$ cat config.mk
export PLATFORM = sky130hd
export DESIGN_NAME = protobuf_varint_decoder
export DESIGN_NICKNAME = d
export VERILOG_FILES = /design/src/rtl/protobuf_varint_decoder.sv
export SDC_FILE = /design/constraint.sdc
export NUM_CORES = 1
export LEC_CHECK = 0
export ABC_AREA = 1
export CORE_UTILIZATION = 58
export CTS_CLUSTER_DIAMETER = 80
export DETAILED_ROUTE_END_ITERATION = 6
export PLACE_DENSITY = 0.81
export SETUP_SLACK_MARGIN = 0.4
export SKIP_CTS_REPAIR_TIMING = 1
export SLEW_MARGIN = 40
export SYNTH_ARGS = -nofsm -noshare
export SYNTH_HDL_FRONTEND = slang
export SYNTH_SLANG_ARGS = --single-unit
$ cat constraint.sdc
create_clock -name clk -period 2.9 [get_ports clk]
set_clock_uncertainty 0.05 [all_clocks]
set_input_delay 0.58 -clock clk [delete_from_list [all_inputs] [get_ports clk]]
set_output_delay 0.58 -clock clk [all_outputs]
set_load 0.01 [all_outputs]
$ cat src/rtl/protobuf_varint_decoder.sv
// Protobuf base-128 varint decoder: consumes a byte stream and produces one
// registered 64-bit result per varint, with optional zigzag (sint) decoding,
// overflow/over-length error detection and a saturating byte count.
module protobuf_varint_decoder #(
   parameter int unsigned MAX_BYTES = 10
) (
   input  logic        clk,
   input  logic        reset,
   input  logic [7:0]  s_data,
   input  logic        s_valid,
   output logic        s_ready,
   input  logic        zz_en,
   output logic [63:0] m_value,
   output logic [3:0]  m_len,
   output logic        m_error,
   output logic        m_valid,
   input  logic        m_ready
);

   localparam int unsigned VAL_W   = 64;
   localparam int unsigned CNT_W   = 4;
   localparam int unsigned SHIFT_W = 7;
   localparam int unsigned GROUP_W = 7;

   typedef enum logic [1:0] {
      ACCUM = 2'd0,
      DRAIN = 2'd1,
      EMIT  = 2'd2
   } state_e;

   state_e             state_q;
   logic [VAL_W-1:0]   acc_q;
   logic [CNT_W-1:0]   cnt_q;
   logic               zz_q;
   logic               s_ready_q;
   logic [VAL_W-1:0]   m_value_q;
   logic [CNT_W-1:0]   m_len_q;
   logic               m_error_q;
   logic               m_valid_q;

   logic               accept;
   logic               first;
   logic               last_slot;
   logic               cont;
   logic               ovf;
   logic [SHIFT_W-1:0] shamt;
   logic [VAL_W-1:0]   acc_d;
   logic [CNT_W-1:0]   cnt_d;
   logic               zz_d;
   logic [VAL_W-1:0]   dec_value;

   // Datapath for the byte being offered this cycle: merged accumulator,
   // saturating count, zigzag select and overflow detection.
   always_comb begin
      accept    = s_valid & s_ready_q;
      first     = (state_q == ACCUM) && (cnt_q == CNT_W'(0));
      last_slot = (cnt_q == CNT_W'(MAX_BYTES - 1));
      cont      = s_data[7];
      ovf       = last_slot && (s_data[6:1] != 6'd0);
      shamt     = SHIFT_W'(cnt_q) * SHIFT_W'(GROUP_W);
      acc_d     = (first ? VAL_W'(0) : acc_q) | (VAL_W'(s_data[6:0]) << shamt);
      cnt_d     = (cnt_q == {CNT_W{1'b1}}) ? cnt_q : cnt_q + CNT_W'(1);
      zz_d      = first ? zz_en : zz_q;
      dec_value = zz_d ? ((acc_d >> 1) ^ (VAL_W'(0) - VAL_W'(acc_d[0]))) : acc_d;
   end

   // Control FSM with registered handshake and result outputs.
   always_ff @(posedge clk or negedge reset) begin
      if (!reset) begin
         state_q   <= ACCUM;
         acc_q     <= '0;
         cnt_q     <= '0;
         zz_q      <= 1'b0;
         s_ready_q <= 1'b1;
         m_value_q <= '0;
         m_len_q   <= '0;
         m_error_q <= 1'b0;
         m_valid_q <= 1'b0;
      end else begin
         case (state_q)
            ACCUM: begin
               if (accept) begin
                  acc_q <= acc_d;
                  cnt_q <= cnt_d;
                  zz_q  <= zz_d;
                  if (cont && last_slot) begin
                     state_q <= DRAIN;
                  end else if (!cont) begin
                     state_q   <= EMIT;
                     s_ready_q <= 1'b0;
                     m_valid_q <= 1'b1;
                     m_len_q   <= cnt_d;
                     m_error_q <= ovf;
                     m_value_q <= ovf ? VAL_W'(0) : dec_value;
                  end
               end
            end
            DRAIN: begin
               if (accept) begin
                  cnt_q <= cnt_d;
                  if (!cont) begin
                     state_q   <= EMIT;
                     s_ready_q <= 1'b0;
                     m_valid_q <= 1'b1;
                     m_len_q   <= cnt_d;
                     m_error_q <= 1'b1;
                     m_value_q <= '0;
                  end
               end
            end
            EMIT: begin
               if (m_ready) begin
                  state_q   <= ACCUM;
                  s_ready_q <= 1'b1;
                  m_valid_q <= 1'b0;
                  cnt_q     <= '0;
               end
            end
            default: begin
               state_q   <= ACCUM;
               s_ready_q <= 1'b1;
               m_valid_q <= 1'b0;
               cnt_q     <= '0;
            end
         endcase
      end
   end

   assign s_ready = s_ready_q;
   assign m_value = m_value_q;
   assign m_len   = m_len_q;
   assign m_error = m_error_q;
   assign m_valid = m_valid_q;

endmodule

==> results by group, run 1 <==
CTS
  – Clk Latency, worst-skew pair: around 430 ps
  – H-tree depth: 4
  – Total CTS buffers: 17
  – CTS Sinks: around 140
  – CTS root buffer: clkbuf_16
  – Longest Clk Path Bufs: 2
  – CTS clk-pin slew, worst paths: roughly 60 ps
  – CTS tree: yes

Yosys
  – Syn Inst Count: ~1.2k
  – Syn. warnings: 0
  – Number of distinct library cells after synthesis: 27
  – Post-synthesis register bit count: approximately 140
  – Post-Syn Area per Cell: 6.67 µm²
  – Cell Area, Synth: a little over 8000 µm²
  – Post-synthesis sequential area ratio: around 43%
  – Post-Syn Nets: approximately 1.3k

STA
  – Setup TNS: 0 ps
  – Slew HR: between 50 and 60%
  – RSZ-0062 raised after global routing: no
  – Final setup fails: 0
  – Period minus WS final: about 2400 ps
  – Pins Over Slew Limit: 0
  – Tcrit/Tclk final: 81.3%
  – Worst setup margin: about 540 ps
  – Slew @ Worst Pin: between 600 and 700 ps
  – Final Hold Vio Count: 0
  – Achievable frequency: 424 MHz

Finish
  – Diodes inserted: 0
  – Final core utilization: approximately 71%
  – FF+latch area: 3550 µm²
  – Fill cell count: around 1.2k
  – Layout Cells excl Fill: 1,485
  – Final nets: approximately 1.3k
  – Synth-to-Final Area Change: 19.0%
  – Multi-input gate area: 4170 µm²
  – Share of layout cells above drive strength 1: under 10%

Die
  – Core box area: ~14,000 µm²
  – Vert. Die Dim: around 120 µm
  – Starting Density: between 50 and 60%
  – Die area: around 15,000 µm²
  – Row count: 43
  – I/O Pins: between 80 and 90
  – Die width: 122 µm

Power and ir drop
  – Pwr per Cell Area: approximately 1200 nW/µm²
  – Worst vdd ir: roughly 0.7 mV
  – Static Leak: roughly 4.6 nW

Critical path
  – Critical Path RT: approximately 3200 ps
  – Worst endpoint data arrival time: about 2600 ps
  – Critical path, cell by cell: inv_1, nand4_1, nand2_2, inv_2, buf_4, nand2_1, o211ai_1, nand2_1
  – FF-to-FF End: m_value[63]
  – Crit path from: cnt_q[3]
  – WP buf/inv: 3
  – CP Capture Point: m_value[63]
  – R2r worst-path depth: 8
  – Reg2Reg Launch Point: cnt_q[3]
  – Crit path launch type: flop
  – Crit path max-delay family: buffers and inverters
  – Peak fanout along the critical path: 34
  – CP Capture Type: flop
  – Slowest stage delay, CP: between 600 and 700 ps
  – Worst path slowest cell: dfrtp_1
  – R2R Setup Slk: approximately 540 ps
  – Path type of the worst setup path: flop to flop
  – Instance count on the critical path: 8
  – CP dominant cell by count: nand2_1

Drt
  – Drt via density: approximately 5.5
  – Detail Route Antenna Nets: 0
  – Total Wirelength: roughly 22 mm
  – Iteration-0 DRC Markers: around 920
  – Routed WL per cell: 14.7 µm
  – DRC Markers: 0
  – First-pass DRT Iterations: 6
  – Via count: ~8.2k

Placed design
  – Post-place setup slack: approximately 320 ps
  – Final GP Congestion: roughly 0.86
  – Placed insts: 1,453
  – I/O Buffers: 83
  – Hpwl dp: 13.7 mm

GRT
  – Initial antenna violation count: 0
  – Total congestion overflow: 0
  – Largest net degree at the start of global routing: 128
  – GRT Total Usage: a little under a third
  – Vias in the first global route: 7,182
  – First-pass GRT wire length: between 30 and 40 mm

Flow run
  – Max cap viols: 0

Worst hold path
  – Worst Hold Class: input port to asynchronous set/reset pin

Outcome
  – Status: complete, no violations
-- sequential cells by signal, indices dropped and copies added, names as in the netlist --
name	count
acc_q	64
cnt_q	4
m_error	1
m_len	4
m_valid	1
m_value	64
s_ready	1
state_q	2
zz_q	1
-- logic make-up (layout without fill, tap and decap cells) --
family / Yosys count / after routing / synth area share, %
compound gates: 178 / 178 / 11.4
xor+xnor: 1 / 1 / 0.106
fa+ha+maj: 3 / 3 / 0.453
buf+inv: 124 / 186 / 7.03
flops: 142 / 142 / 42.9
simple gates: 795 / 795 / 38.1
-- metrics by stage --
stage                     area, µm²  hold slack [ps]  total power, mW
after global placement         9230              407             9.19
after detailed placement       9230              414             9.30
after global routing           9870              104             12.7
after CTS                      9870             87.0             11.7
final                          9870             55.0             11.8
after floorplan                8290              234             7.46
-- cell type report --
cell class              instances  area share (%)
multi-input cells             977            42.3
flip-flops and latches        142            36.0
repair buffers                115            11.5
clock buffers                  22            4.80
well taps                     180            2.28
clock inverters                10            1.62
inverters                      39            1.48
-- routing by layer --
| metal | up-vias | share of wire (%) | GRT usage (%) |
|---|---|---|---|
| met5 | - | 0 | 0 |
| met4 | 0 | 2.4 | 11.6 |
| met3 | 43 | 6.6 | 5.57 |
| met2 | 349 | 45 | 47.4 |
| met1 | 3756 | 46 | 43.8 |
| li1 | 4061 | - | - |
-- worst min path at each step --
stage                           start           to  slack, ps  depth (start not counted)
after floorplan                 reset     acc_q[0]        230                          0
after global placement       m_len[2]     m_len[2]        410                          2
after detailed placement  m_value[19]  m_value[19]        410                          2
after CTS                       reset  m_value[25]         90                          1
after global routing            reset  m_value[25]        100                          1
final                           reset  m_value[30]         60                          1
-- synth_stat cells, drive strengths merged --
cell / number / area, µm²
buf: 58 / 335
dfrtp: 141 / 3530
inv: 37 / 139
a21oi: 51 / 255
nand4: 15 / 93.8
o211ai: 2 / 15.0
o22ai: 3 / 18.8
nand2: 488 / 1830
dfstp: 1 / 26.3
ha: 3 / 37.5
nor2: 198 / 753
a21o: 1 / 7.51
xor2: 1 / 8.76
clkinv: 2 / 7.51
clkbuf: 27 / 101
nand3: 94 / 480
o21ai: 120 / 646
a31oi: 1 / 6.26
-- power by group --
part	switching, mW	total (mW)	internal [mW]
clock network	0.857	2.36	1.50
logic	3.93	6.24	2.32
registers	0.455	3.17	2.72
total	5.24	11.8	6.54
-- layout by cell type (no fill, tap or decap), drive strengths merged, types with 3 or more instances in the layout --
cell type      count
a21oi             51
buf               33
bufinv             4
clkbuf            22
clkdlybuf4s50     82
clkinv             4
clkinvlp           4
dfrtp            141
ha                 3
inv               37
nand2            488
nand3             94
nand4             15
nor2             198
o21ai            120
o22ai              3
Power figures use the tool's default switching activity.
==> inputs of run 2 (changes only) <==
clock period = 2.2 ns   (was 2.9 ns; I/O delays follow)
==> run 2 against run 1 <==
Compared with the run above: fmax rose by 20%; via count rose by 5.1%; sequential share of layout area fell by 2.2 points; non-clock buffer count rose by 31; largest cell class unchanged.
==> results by group, run 2 (synthesis gave the netlist of run 1 again) <==
Critical path
  – Worst endpoint data arrival time: between 2000 and 2500 ps
  – Slowest stage delay, CP: 450 ps
  – Path type of the worst setup path: flop to flop
  – Crit path launch type: flop
  – CP Capture Type: flop
  – Peak fanout along the critical path: 9
  – Worst path slowest cell: dfrtp_2
  – Critical Path RT: 2470 ps
  – Critical path, cell by cell: clkinv_4, ha_4, nand3_4, o21ai_4, clkbuf_16, clkbuf_16, nand3_1, nand2_1, nand2_1

STA
  – Final setup fails: 0
  – Slew @ Worst Pin: ~430 ps
  – RSZ-0062 raised after global routing: yes
  – Achievable frequency: around 510 MHz
  – Slew HR: between 70% and 80%
  – Final Hold Vio Count: 0
  – Setup TNS: 0 ps
  – Tcrit/Tclk final: between 80% and 90%
  – Period minus WS final: 1960 ps
  – Pins Over Slew Limit: 0

Die
  – Core box area: roughly 14,000 µm²
  – Row count: 43
  – I/O Pins: 84
  – Starting Density: roughly 60%
  – Die area: around 15,000 µm²
  – Vert. Die Dim: about 120 µm
  – Die width: 122 µm

GRT
  – Vias in the first global route: roughly 7.7k
  – Initial antenna violation count: 0
  – GRT Total Usage: 32.2%
  – Largest net degree at the start of global routing: 92
  – First-pass GRT wire length: roughly 37 mm
  – Total congestion overflow: 0

Power and ir drop
  – Total power: between 15 and 20 mW
  – Static Leak: approximately 6 nW
  – Sw Share: between 40% and 50%
  – Gate power share: approximately three fifths
  – Worst vdd ir: approximately 1.3 mV
  – Pwr per Cell Area: ~1600 nW/µm²
  – Sequential share of power: between 20% and 30%
  – Switching Power: between 7 and 8 mW
  – Clock Power Share: 15.7%
  – Pint: roughly 9 mW

CTS
  – Longest Clk Path Bufs: 2
  – CTS root buffer: clkbuf_16
  – Clk Latency, worst-skew pair: approximately 430 ps
  – CTS tree: yes
  – Total CTS buffers: 17
  – CTS clk-pin slew, worst paths: 60 ps
  – H-tree depth: 4
  – CTS Sinks: roughly 140

Outcome
  – Status: complete, no violations

Placed design
  – Hpwl dp: between 10 and 15 mm
  – Final GP Congestion: ~0.90
  – Placed cell areas: 9460 µm²
  – I/O Buffers: 83
  – Placed insts: roughly 1.5k

Finish
  – Share of layout cells above drive strength 1: a little over a tenth
  – Fill cell count: between 1k and 1.5k
  – Diodes inserted: 0
  – FF+latch area: approximately 3600 µm²
  – Layout Cells excl Fill: between 1.5k and 2k
  – Design area: 10,500 µm²
  – Multi-input gate area: 4250 µm²
  – Synth-to-Final Area Change: 26.9%
  – Final nets: around 1.3k
  – Commonest non-fill, non-tap cell in the layout: nand2_1
  – Most frequent cells in the layout: 479 x nand2_1, 191 x nor2_1, 140 x dfrtp_1

Drt
  – Drt via density: about 5.7
  – Detail Route Antenna Nets: 0
  – First-pass DRT Iterations: 6
  – Total Wirelength: between 20 and 25 mm
  – Routed WL per cell: about 16 µm
  – DRC Markers: 0
  – Iteration-0 DRC Markers: 1,148
  – Via count: about 8.6k

Flow run
  – Max cap viols: 0

Worst hold path
  – Worst Hold Class: flop to flop
run 2: cell count changes in the layout (fill, tap and decap cells not counted), moves of 7 or more:
cell	change
clkdlybuf4s50_1	-71
dlymetal6s2s_1	+71
a21oi_1	-8
a21oi_2	+8
buf_12	+8
nand2_1	-8
buf_4	+7
nand2_2	+7
run 2: through the flow:
| step | hold WS, ps | worst slack, ps | utilization (%) |
|---|---|---|---|
| 2_1_floorplan | 94.4 | 401 | - |
| 3_3_place_gp | 323 | 134 | 67.9 |
| 3_5_place_dp | 322 | 52.6 | 67.9 |
| 4_1_cts | -121 | 174 | 71.6 |
| 5_1_grt | 441 | 175 | 75.6 |
| 6_report | 419 | 242 | 75.6 |
run 2: power groups by stage:
stage | Clock, mW | Combinational, mW | Sequential (mW)
2_1_floorplan | 0 | 5.64 | 4.38
3_3_place_gp | 0 | 8.35 | 4.19
3_5_place_dp | 0 | 8.52 | 4.21
4_1_cts | 2.59 | 8.58 | 4.19
5_1_grt | 2.70 | 10.6 | 4.30
6_report | 2.58 | 9.69 | 4.20
run 2: worst max-delay path: cells and delay by family, from the launching register on:
family | cells | cell delay [ps]
fa+ha+maj | 1 | 140
buf+inv | 3 | 460
compound gates | 1 | 310
simple gates | 4 | 420
flops | 1 | 450
run 2: routing by layer:
layer,up-vias,wire length [µm],global-route usage (%)
met5,-,0,0
met4,0,514,10.8
met3,50,2110,6.46
met2,448,11400,49.9
met1,4007,10500,45.1
li1,4123,-,-
run 2: cell type report:
cell class	count	share of cell area, %
multi-input combinational	977	40.4
sequential	142	33.8
timing repair buffer	146	17.3
clock buffer	22	4.50
tap	180	2.14
inverter	39	1.49
clock inverter	8	0.404
timing repair inverter	1	0.0475
run 2: final timing paths:
| kind | endpoint | from | slack [ps] | cells after the start |
|---|---|---|---|---|
| max | m_value[26] | cnt_q[1] | 240 | 9 |
| min reg2reg | m_value[53] | m_value[53] | 420 | 2 |
| max in group asynchronous | m_value[51] | reset | 940 | 3 |
| min | m_value[53] | m_value[53] | 420 | 2 |
| max reg2reg | m_value[26] | cnt_q[1] | 240 | 9 |
| min in group asynchronous | acc_q[35] | reset | 440 | 2 |
==> inputs of run 3 (changes only) <==
CORE_UTILIZATION = 32   (was 58)
PLACE_DENSITY = not set   (was 0.81)
SLEW_MARGIN = 20   (was 40)
==> run 3 against run 2 <==
Compared with the run above: worst setup slack better by 68 ps; total power is 6.1% higher; largest cell class unchanged; via count fell by 2.0%; hold slack lost 2.5 ps; combinational power increased by 5%; non-clock buffer count grew 17.
==> results by group, run 3 (synthesis gave the netlist of run 1 again) <==
CTS
  – Clk Latency, worst-skew pair: 420 ps
  – CTS root buffer: clkbuf_16
  – CTS clk-pin slew, worst paths: about 60 ps
  – H-tree depth: 4
  – CTS Sinks: ~140
  – Total CTS buffers: 17
  – Longest Clk Path Bufs: 2
  – CTS tree: yes

Critical path
  – Critical path, cell by cell: inv_4, ha_4, nand3_4, o21ai_4, buf_6, clkbuf_16, nor2_1, nor2_1, nand2_1, nand2_1
  – Crit path max-delay family: buffers and inverters
  – Path type of the worst setup path: flop to flop
  – Slowest stage delay, CP: approximately 410 ps
  – WP buf/inv: 3
  – Reg2Reg Launch Point: cnt_q[1]
  – Critical Path RT: 2510 ps
  – Peak fanout along the critical path: 8
  – Crit path launch type: flop
  – R2R Setup Slk: between 300 and 400 ps
  – FF-to-FF End: m_value[41]
  – R2r worst-path depth: 10
  – Worst endpoint data arrival time: roughly 2200 ps
  – CP Capture Type: flop
  – Worst path slowest cell: dfrtp_1

Power and ir drop
  – Static Leak: between 6 and 7 nW
  – Pwr per Cell Area: about 1600 nW/µm²
  – Worst vdd ir: between 0.9 and 1 mV

Finish
  – Design area: about 11,000 µm²
  – Commonest non-fill, non-tap cell in the layout: nand2_1
  – Most frequent cells in the layout: 481 x nand2_1, 166 x nor2_1, 140 x dfrtp_1
  – Synth-to-Final Area Change: 34.9%
  – Final nets: about 1.4k
  – Share of layout cells above drive strength 1: approximately 14%
  – Final core utilization: approximately 44%
  – Diodes inserted: 0

Worst hold path
  – Worst Hold Class: flop to flop
  – Hold Path End: m_value[39]
  – Worst Min Path Start: m_value[39]
  – WHS Path Cells: 2

Flow run
  – Max cap viols: 0

Drt
  – Total Wirelength: 27.0 mm
  – Via count: ~8.5k
  – Iteration-0 DRC Markers: between 700 and 800
  – Detail Route Antenna Nets: 0
  – DRC Markers: 0
  – First-pass DRT Iterations: 5
  – Routed WL per cell: about 16 µm
  – Drt via density: between 5 and 6

Placed design
  – Placed cell areas: 9710 µm²
  – I/O Buffers: 83
  – Hpwl dp: 16.1 mm
  – Post-place setup slack: ~57 ps
  – Final GP Congestion: around 0.80

STA
  – Achievable frequency: 529 MHz
  – Period minus WS final: ~1900 ps
  – Tcrit/Tclk final: between 80% and 90%
  – Pins Over Slew Limit: 0
  – Final Hold Vio Count: 0
  – Slew HR: about two thirds
  – Setup TNS: 0 ps
  – Worst setup margin: 310 ps
  – RSZ-0062 raised after global routing: yes
  – Final setup fails: 0
  – Slew @ Worst Pin: 488 ps
  – Hold slack: about 420 ps

GRT
  – Vias in the first global route: about 7.7k
  – Total congestion overflow: 0
  – First-pass GRT wire length: roughly 40 mm
  – Initial antenna violation count: 0
  – GRT Total Usage: 19.0%
  – Largest net degree at the start of global routing: slightly below 80

Outcome
  – Status: complete, no violations

Die
  – Row count: 58
  – Vert. Die Dim: ~160 µm
  – Core box area: 25,300 µm²
  – Die width: roughly 160 µm
  – Starting Density: 32.7%
  – Die area: between 20,000 and 30,000 µm²
  – I/O Pins: 84
-- run 3: metal layers --
metal | GRT usage, % | wire length (µm) | vias up
met1 | 26.3 | 12700 | 3987
met2 | 30.1 | 12100 | 267
met5 | 0 | 0 | -
met3 | 3.13 | 1480 | 39
met4 | 6.03 | 660 | 0
li1 | - | - | 4163
-- run 3: worst min-delay path: cells and delay by family, from the launching register on --
kind	cells	cell delay (ps)
simple gates	2	90
flops	1	340
-- run 3: power by group --
group | internal [mW] | total [mW] | switching [mW]
clock network | 1.88 | 3.03 | 1.15
registers | 3.58 | 4.21 | 0.629
logic | 4.19 | 10.2 | 6.05
total | 9.65 | 17.5 | 7.83
-- run 3: worst max path at each step --
stage                     startpoint           to  slack [ps]  depth (start not counted)
after floorplan             cnt_q[0]  m_value[30]         400                         13
after global placement     s_data[1]  m_value[51]         110                          9
after detailed placement   s_data[2]  m_value[55]          60                          9
after CTS                    s_ready      s_ready         180                          1
after global routing        cnt_q[1]   m_value[7]         240                         10
final                       cnt_q[1]  m_value[41]         310                         10
-- run 3: metrics by stage --
stage | std cells | power, mW
after floorplan | 1243 | 10.0
after global placement | 1621 | 12.8
after detailed placement | 1621 | 12.9
after CTS | 1653 | 16.0
after global routing | 1683 | 18.8
final | 1683 | 17.5
-- run 3: final cells by class --
class	instances	area [µm²]
clock inverter	6	108
timing repair buffer	163	2060
sequential	142	3560
clock buffer	26	489
fill	2493	14100
inverter	39	156
multi-input combinational	977	4410
tap	330	413
